`config.mk`:
```
export PLATFORM = sky130hd
export DESIGN_NAME = tick_bcd_counter_flat
export DESIGN_NICKNAME = d
export VERILOG_FILES = /design/src/rtl/tick_bcd_counter_if.sv /design/src/rtl/tick_bcd_counter.sv /design/src/flat_wrapper.sv
export SDC_FILE = /design/constraint.sdc
export NUM_CORES = 1
export LEC_CHECK = 0
export BUFFER_PORTS_ARGS = -buffer_cell sky130_fd_sc_hd__buf_2
export CORE_MARGIN = 4
export CORE_UTILIZATION = 45
export DETAILED_ROUTE_END_ITERATION = 7
export PLACE_DENSITY = 0.67
export SYNTH_ARGS = -nofsm -noshare
export SYNTH_HDL_FRONTEND = slang
export SYNTH_SLANG_ARGS = --single-unit
```
`constraint.sdc`:
```
create_clock -name clk -period 3.9 [get_ports clk]
set_input_delay 0.195 -clock clk [delete_from_list [all_inputs] [get_ports clk]]
set_output_delay 0.195 -clock clk [all_outputs]
set_load 0.05 [all_outputs]
```
`src/rtl/tick_bcd_counter_if.sv`:
```
// Control and data bundle for the prescaled BCD counter.
// master drives the controls; slave is the counter itself.
interface tick_bcd_counter_if #(
  parameter int DIGITS = 2
);
  logic                en;
  logic                up;
  logic                clear;
  logic                load;
  logic [4*DIGITS-1:0] load_val;
  logic [4*DIGITS-1:0] bcd_num;
  logic                tick;
  logic                carry;

  modport master (
    output en, up, clear, load, load_val,
    input  bcd_num, tick, carry
  );

  modport slave (
    input  en, up, clear, load, load_val,
    output bcd_num, tick, carry
  );
endinterface

```
`src/rtl/tick_bcd_counter.sv`:
```
// Prescaled multi-digit BCD up/down counter.
// A registered tick steps the count; carry flags wrap.
module tick_bcd_counter #(
  parameter int CLK_DIV = 24,
  parameter int DIGITS  = 2
) (
  input logic              clk,
  input logic              res,
  tick_bcd_counter_if.slave bus
);

  localparam int PW = $clog2(CLK_DIV);
  localparam int NB = 4 * DIGITS;
  localparam logic [PW-1:0] PS_LAST = PW'(CLK_DIV - 1);

  logic [PW-1:0] ps_q;
  logic          tick_q;
  logic          carry_q;
  logic [NB-1:0] bcd_q;

  logic [NB-1:0] inc_val;
  logic [NB-1:0] dec_val;
  logic [NB-1:0] sat_val;
  logic [NB-1:0] step_val;
  logic [DIGITS:0] c_up;
  logic [DIGITS:0] c_dn;
  logic          ps_last;
  logic          wrap;

  assign c_up[0] = 1'b1;
  assign c_dn[0] = 1'b1;

  // Ripple chains: a digit moves only when all lower digits roll over.
  for (genvar g = 0; g < DIGITS; g++) begin : g_dig
    logic [3:0] d;
    logic [3:0] l;

    assign d = bcd_q[4*g +: 4];
    assign l = bus.load_val[4*g +: 4];

    assign c_up[g+1] = c_up[g] & (d == 4'd9);
    assign c_dn[g+1] = c_dn[g] & (d == 4'd0);

    assign inc_val[4*g +: 4] =
      !c_up[g]     ? d     :
      (d == 4'd9)  ? 4'd0  :
                     d + 4'd1;

    assign dec_val[4*g +: 4] =
      !c_dn[g]     ? d     :
      (d == 4'd0)  ? 4'd9  :
                     d - 4'd1;

    assign sat_val[4*g +: 4] = (l > 4'd9) ? 4'd9 : l;
  end

  assign step_val = bus.up ? inc_val : dec_val;
  assign wrap     = bus.up ? c_up[DIGITS] : c_dn[DIGITS];
  assign ps_last  = (ps_q == PS_LAST);

  always_ff @(posedge clk or posedge res) begin
    if (res) begin
      ps_q   <= '0;
      tick_q <= 1'b0;
    end else if (bus.clear || bus.load) begin
      ps_q   <= '0;
      tick_q <= 1'b0;
    end else if (bus.en) begin
      ps_q   <= ps_last ? '0 : ps_q + 1'b1;
      tick_q <= ps_last;
    end else begin
      tick_q <= 1'b0;
    end
  end

  always_ff @(posedge clk or posedge res) begin
    if (res) begin
      bcd_q   <= '0;
      carry_q <= 1'b0;
    end else if (bus.clear) begin
      bcd_q   <= '0;
      carry_q <= 1'b0;
    end else if (bus.load) begin
      bcd_q   <= sat_val;
      carry_q <= 1'b0;
    end else begin
      carry_q <= tick_q & wrap;
      if (tick_q) begin
        bcd_q <= step_val;
      end
    end
  end

  assign bus.bcd_num = bcd_q;
  assign bus.tick    = tick_q;
  assign bus.carry   = carry_q;

endmodule

```
`src/flat_wrapper.sv`:
```
// flat-port wrapper written by rule: the top's interface ports become plain ports
module tick_bcd_counter_flat 
#(
  parameter int CLK_DIV = 24,
  parameter int DIGITS  = 2
)
  (clk, res, bus_en, bus_up, bus_clear, bus_load, bus_load_val, bus_bcd_num, bus_tick, bus_carry);
  tick_bcd_counter_if #(.DIGITS(DIGITS)) bus_i ();
  input logic clk;
  input logic res;
  input wire logic [$bits(bus_i.en)-1:0] bus_en;
  input wire logic [$bits(bus_i.up)-1:0] bus_up;
  input wire logic [$bits(bus_i.clear)-1:0] bus_clear;
  input wire logic [$bits(bus_i.load)-1:0] bus_load;
  input wire logic [$bits(bus_i.load_val)-1:0] bus_load_val;
  output wire logic [$bits(bus_i.bcd_num)-1:0] bus_bcd_num;
  output wire logic [$bits(bus_i.tick)-1:0] bus_tick;
  output wire logic [$bits(bus_i.carry)-1:0] bus_carry;
  assign bus_i.en = bus_en;
  assign bus_i.up = bus_up;
  assign bus_i.clear = bus_clear;
  assign bus_i.load = bus_load;
  assign bus_i.load_val = bus_load_val;
  assign bus_bcd_num = bus_i.bcd_num;
  assign bus_tick = bus_i.tick;
  assign bus_carry = bus_i.carry;
  tick_bcd_counter #(.CLK_DIV(CLK_DIV), .DIGITS(DIGITS)) u_core (.clk(clk), .res(res), .bus(bus_i));
endmodule
```
==> qor.yml <==
detailed_routing:
  ant_nets: 0
  wl_met3_um: 141
  wl_met2_mm: 1.372
  drc: 0
  wl_per_cell_um: 14.86
  dr_total_vias: 1176
  drtIter0Drc: 36
  top_layer_used: "met3"
  met1_length_mm: 1.473
  via_per_inst: 5.851
  drt_first_pass_iters: 4
  routed_wl_mm: 2.987
finish:
  area_growth_pct: 11.53
  n_antenna_cell: 0
  drive_above_1_share: 0.1871
  fin_nets: 194
  fin_area_um2: 1355
  final_core_util: 0.5372
cts:
  htreeDepth: 1
  cts_buffers: 3
  cts_hold_buf: 1
  cts_tree: "yes"
  postCtsSetupRepairBufs: 0
  clk_path_buf_depth: 2
  cts-root-buf: "clkbuf_4"
  cts.repair.resized: 0
  cts_sinks: 15
  insertion_delay_ns: 0.28
  clkTransAtPathRegs_ns: 0.09
global_routing:
  grt_usage: 0.1813
  grt_max_degree: 19
  globalRouteOverflowTotal: 0
  grt_pass1_vias: 1073
  grt_pass1_wl_mm: 5.064
  antenna_found_initial: 0
floorplanning:
  die-area_um2: 3595
  row_count: 18
  coreArea_um2: 2522
  initial_core_util: 0.4816
  die_w_um: 59.96
  chipHeight_um: 59.96
  pin_count: 24
synth:
  ys_top_cells_by_count: "17 x nor2_1, 15 x dfrtp_1, 12 x a21oi_1"
  yosysMostFrequentCell: "nor2_1"
  yosysSeqAreaShare: 0.3090
  async_flop_share: 1.000
  syn_nets: 175
  synth_area_per_cell_um2: 7.941
  synth_seq_cells: 15
  yosysWarningCount: 0
  ys_top_cells_by_area: "dfrtp_1 31%, ha_1 8.2%, nor2_1 5.3%"
  synth-edff-count: 0
  synth.top_cell.area_share: 0.3090
  syn_area_um2: 1215
  netlist_instances: 153
  ys.flop_type: "dfrtp_1"
  yosysUniqueCellTypes: 43
  yosysTopAreaCell: "dfrtp_1"
placement:
  gp_congestion: 0.8152
  placed_cell_area_um2: 1319
  dp_hpwl_mm: 2.269
  portBuffers: 23
power_and_ir_drop:
  p_per_area_nw_per_um2: 264.3
  p_leak_nw: 0.6162
  power_mw: 0.3581
  vdd_drop_max_mv: 0.2195
critical_path:
  path_class: "register to register"
  cp.arrival_ns: 2.28
  end_kind: "register"
  r2r_slack_ns: 1.80
  critPathLaunchType: "register"
  worstPathRequired_ns: 4.08
  worstPathMaxFanout: 9
timing:
  clock_skew_ns: 0.001889
  min_period_ns: 2.101
  tightest_slew_ns: 0.5600
  maxSlewViolCount: 0
  setup-violations-final: 0
  slew_headroom: 0.6262
  setup_tns_ns: 0
  final.period_utilization: 0.5387
  max_freq_mhz: 476.0
  hold_violations: 0
  rsz0062_at_grt: "no"
job:
  max_cap_violations: 0
worst_hold_path:
  hp-class: "input pin to register"
outcome:
  status: "complete, no violations"
## cell type report
class | count | area [µm²]
fillers | 259 | 1167
inverters | 11 | 41.29
flip-flops and latches | 15 | 375.4
clock buffers | 4 | 26.28
multi-input cells | 117 | 749.5
repair buffers | 24 | 125.1
well taps | 30 | 37.54
## through the flow
stage	worst slack (ns)	std cells	hold slack, ns
2_1_floorplan	1.766	153	0.09648
3_3_place_gp	2.000	196	0.2777
3_5_place_dp	1.905	196	0.2808
4_1_cts	1.872	201	0.1917
5_1_grt	1.728	201	0.2045
6_report	1.799	201	0.1967
## path summary, 6_finish.rpt
| check | end | depth (start not counted) | startpoint |
|---|---|---|---|
| worst min register to register | u_core.ps_q[1] | 2 | u_core.ps_q[1] |
| worst min-delay path | u_core.bus.bcd_num[7] | 3 | bus_load_val[7] |
| worst max-delay path | u_core.bus.bcd_num[6] | 7 | u_core.bus.bcd_num[0] |
| max in group asynchronous | u_core.bus.bcd_num[3] | 3 | res |
| worst max register to register | u_core.bus.bcd_num[6] | 7 | u_core.bus.bcd_num[0] |
| min in group asynchronous | u_core.ps_q[0] | 3 | res |
## sequential cells by signal, indices dropped and copies added (netlist names)
| name | count |
|---|---|
| u_core.bus.tick | 1 |
| u_core.bus.bcd_num | 8 |
| u_core.bus.carry | 1 |
| u_core.ps_q | 5 |
## critical path: stages, from the launching register on
cell      delay [ns]
dfrtp_1         0.48
inv_1           0.13
ha_1            0.31
nand2b_4        0.09
o21ai_2         0.15
nand3_2         0.16
or3_1           0.38
a311oi_1        0.30
## logic make-up after synthesis
family,share of synthesized area
and+or+nand+nor,0.2781
AOI/OAI and AO/OA,0.2328
buffers and inverters,0.07415
DFF,0.3090
adders and majority gates,0.08239
muxes,0.01648
xor gates and xnor gates,0.007210
## report_power, final
part	switching (mW)	internal, mW	leakage [nW]
Combinational	0.0607	0.0344	0.398
Clock	0.0492	0.0397	0.0150
Sequential	0.0135	0.161	0.203
## layout by cell type, fill, tap and decap left out, types with 2 or more instances in the layout
cell,count
buf_2,23
nor2_1,17
dfrtp_1,15
a21oi_1,12
nand2_1,11
inv_1,10
o21ai_0,9
ha_1,8
nand3_1,7
nor3_1,6
nor3b_1,4
nand2b_1,4
o211ai_1,4
a31oi_1,3
a311oi_1,3
clkbuf_4,3
mux2i_1,2
o21bai_1,2
nor4_1,2
nand3b_1,2
## layer usage
metal / vias to the layer above / global-route usage
met2: 34 / 0.2886
met1: 555 / 0.2596
met3: 0 / 0.03888
met5: - / 0
met4: 0 / 0.01899
li1: 587 / -
(Power assumes the default switching activity.)
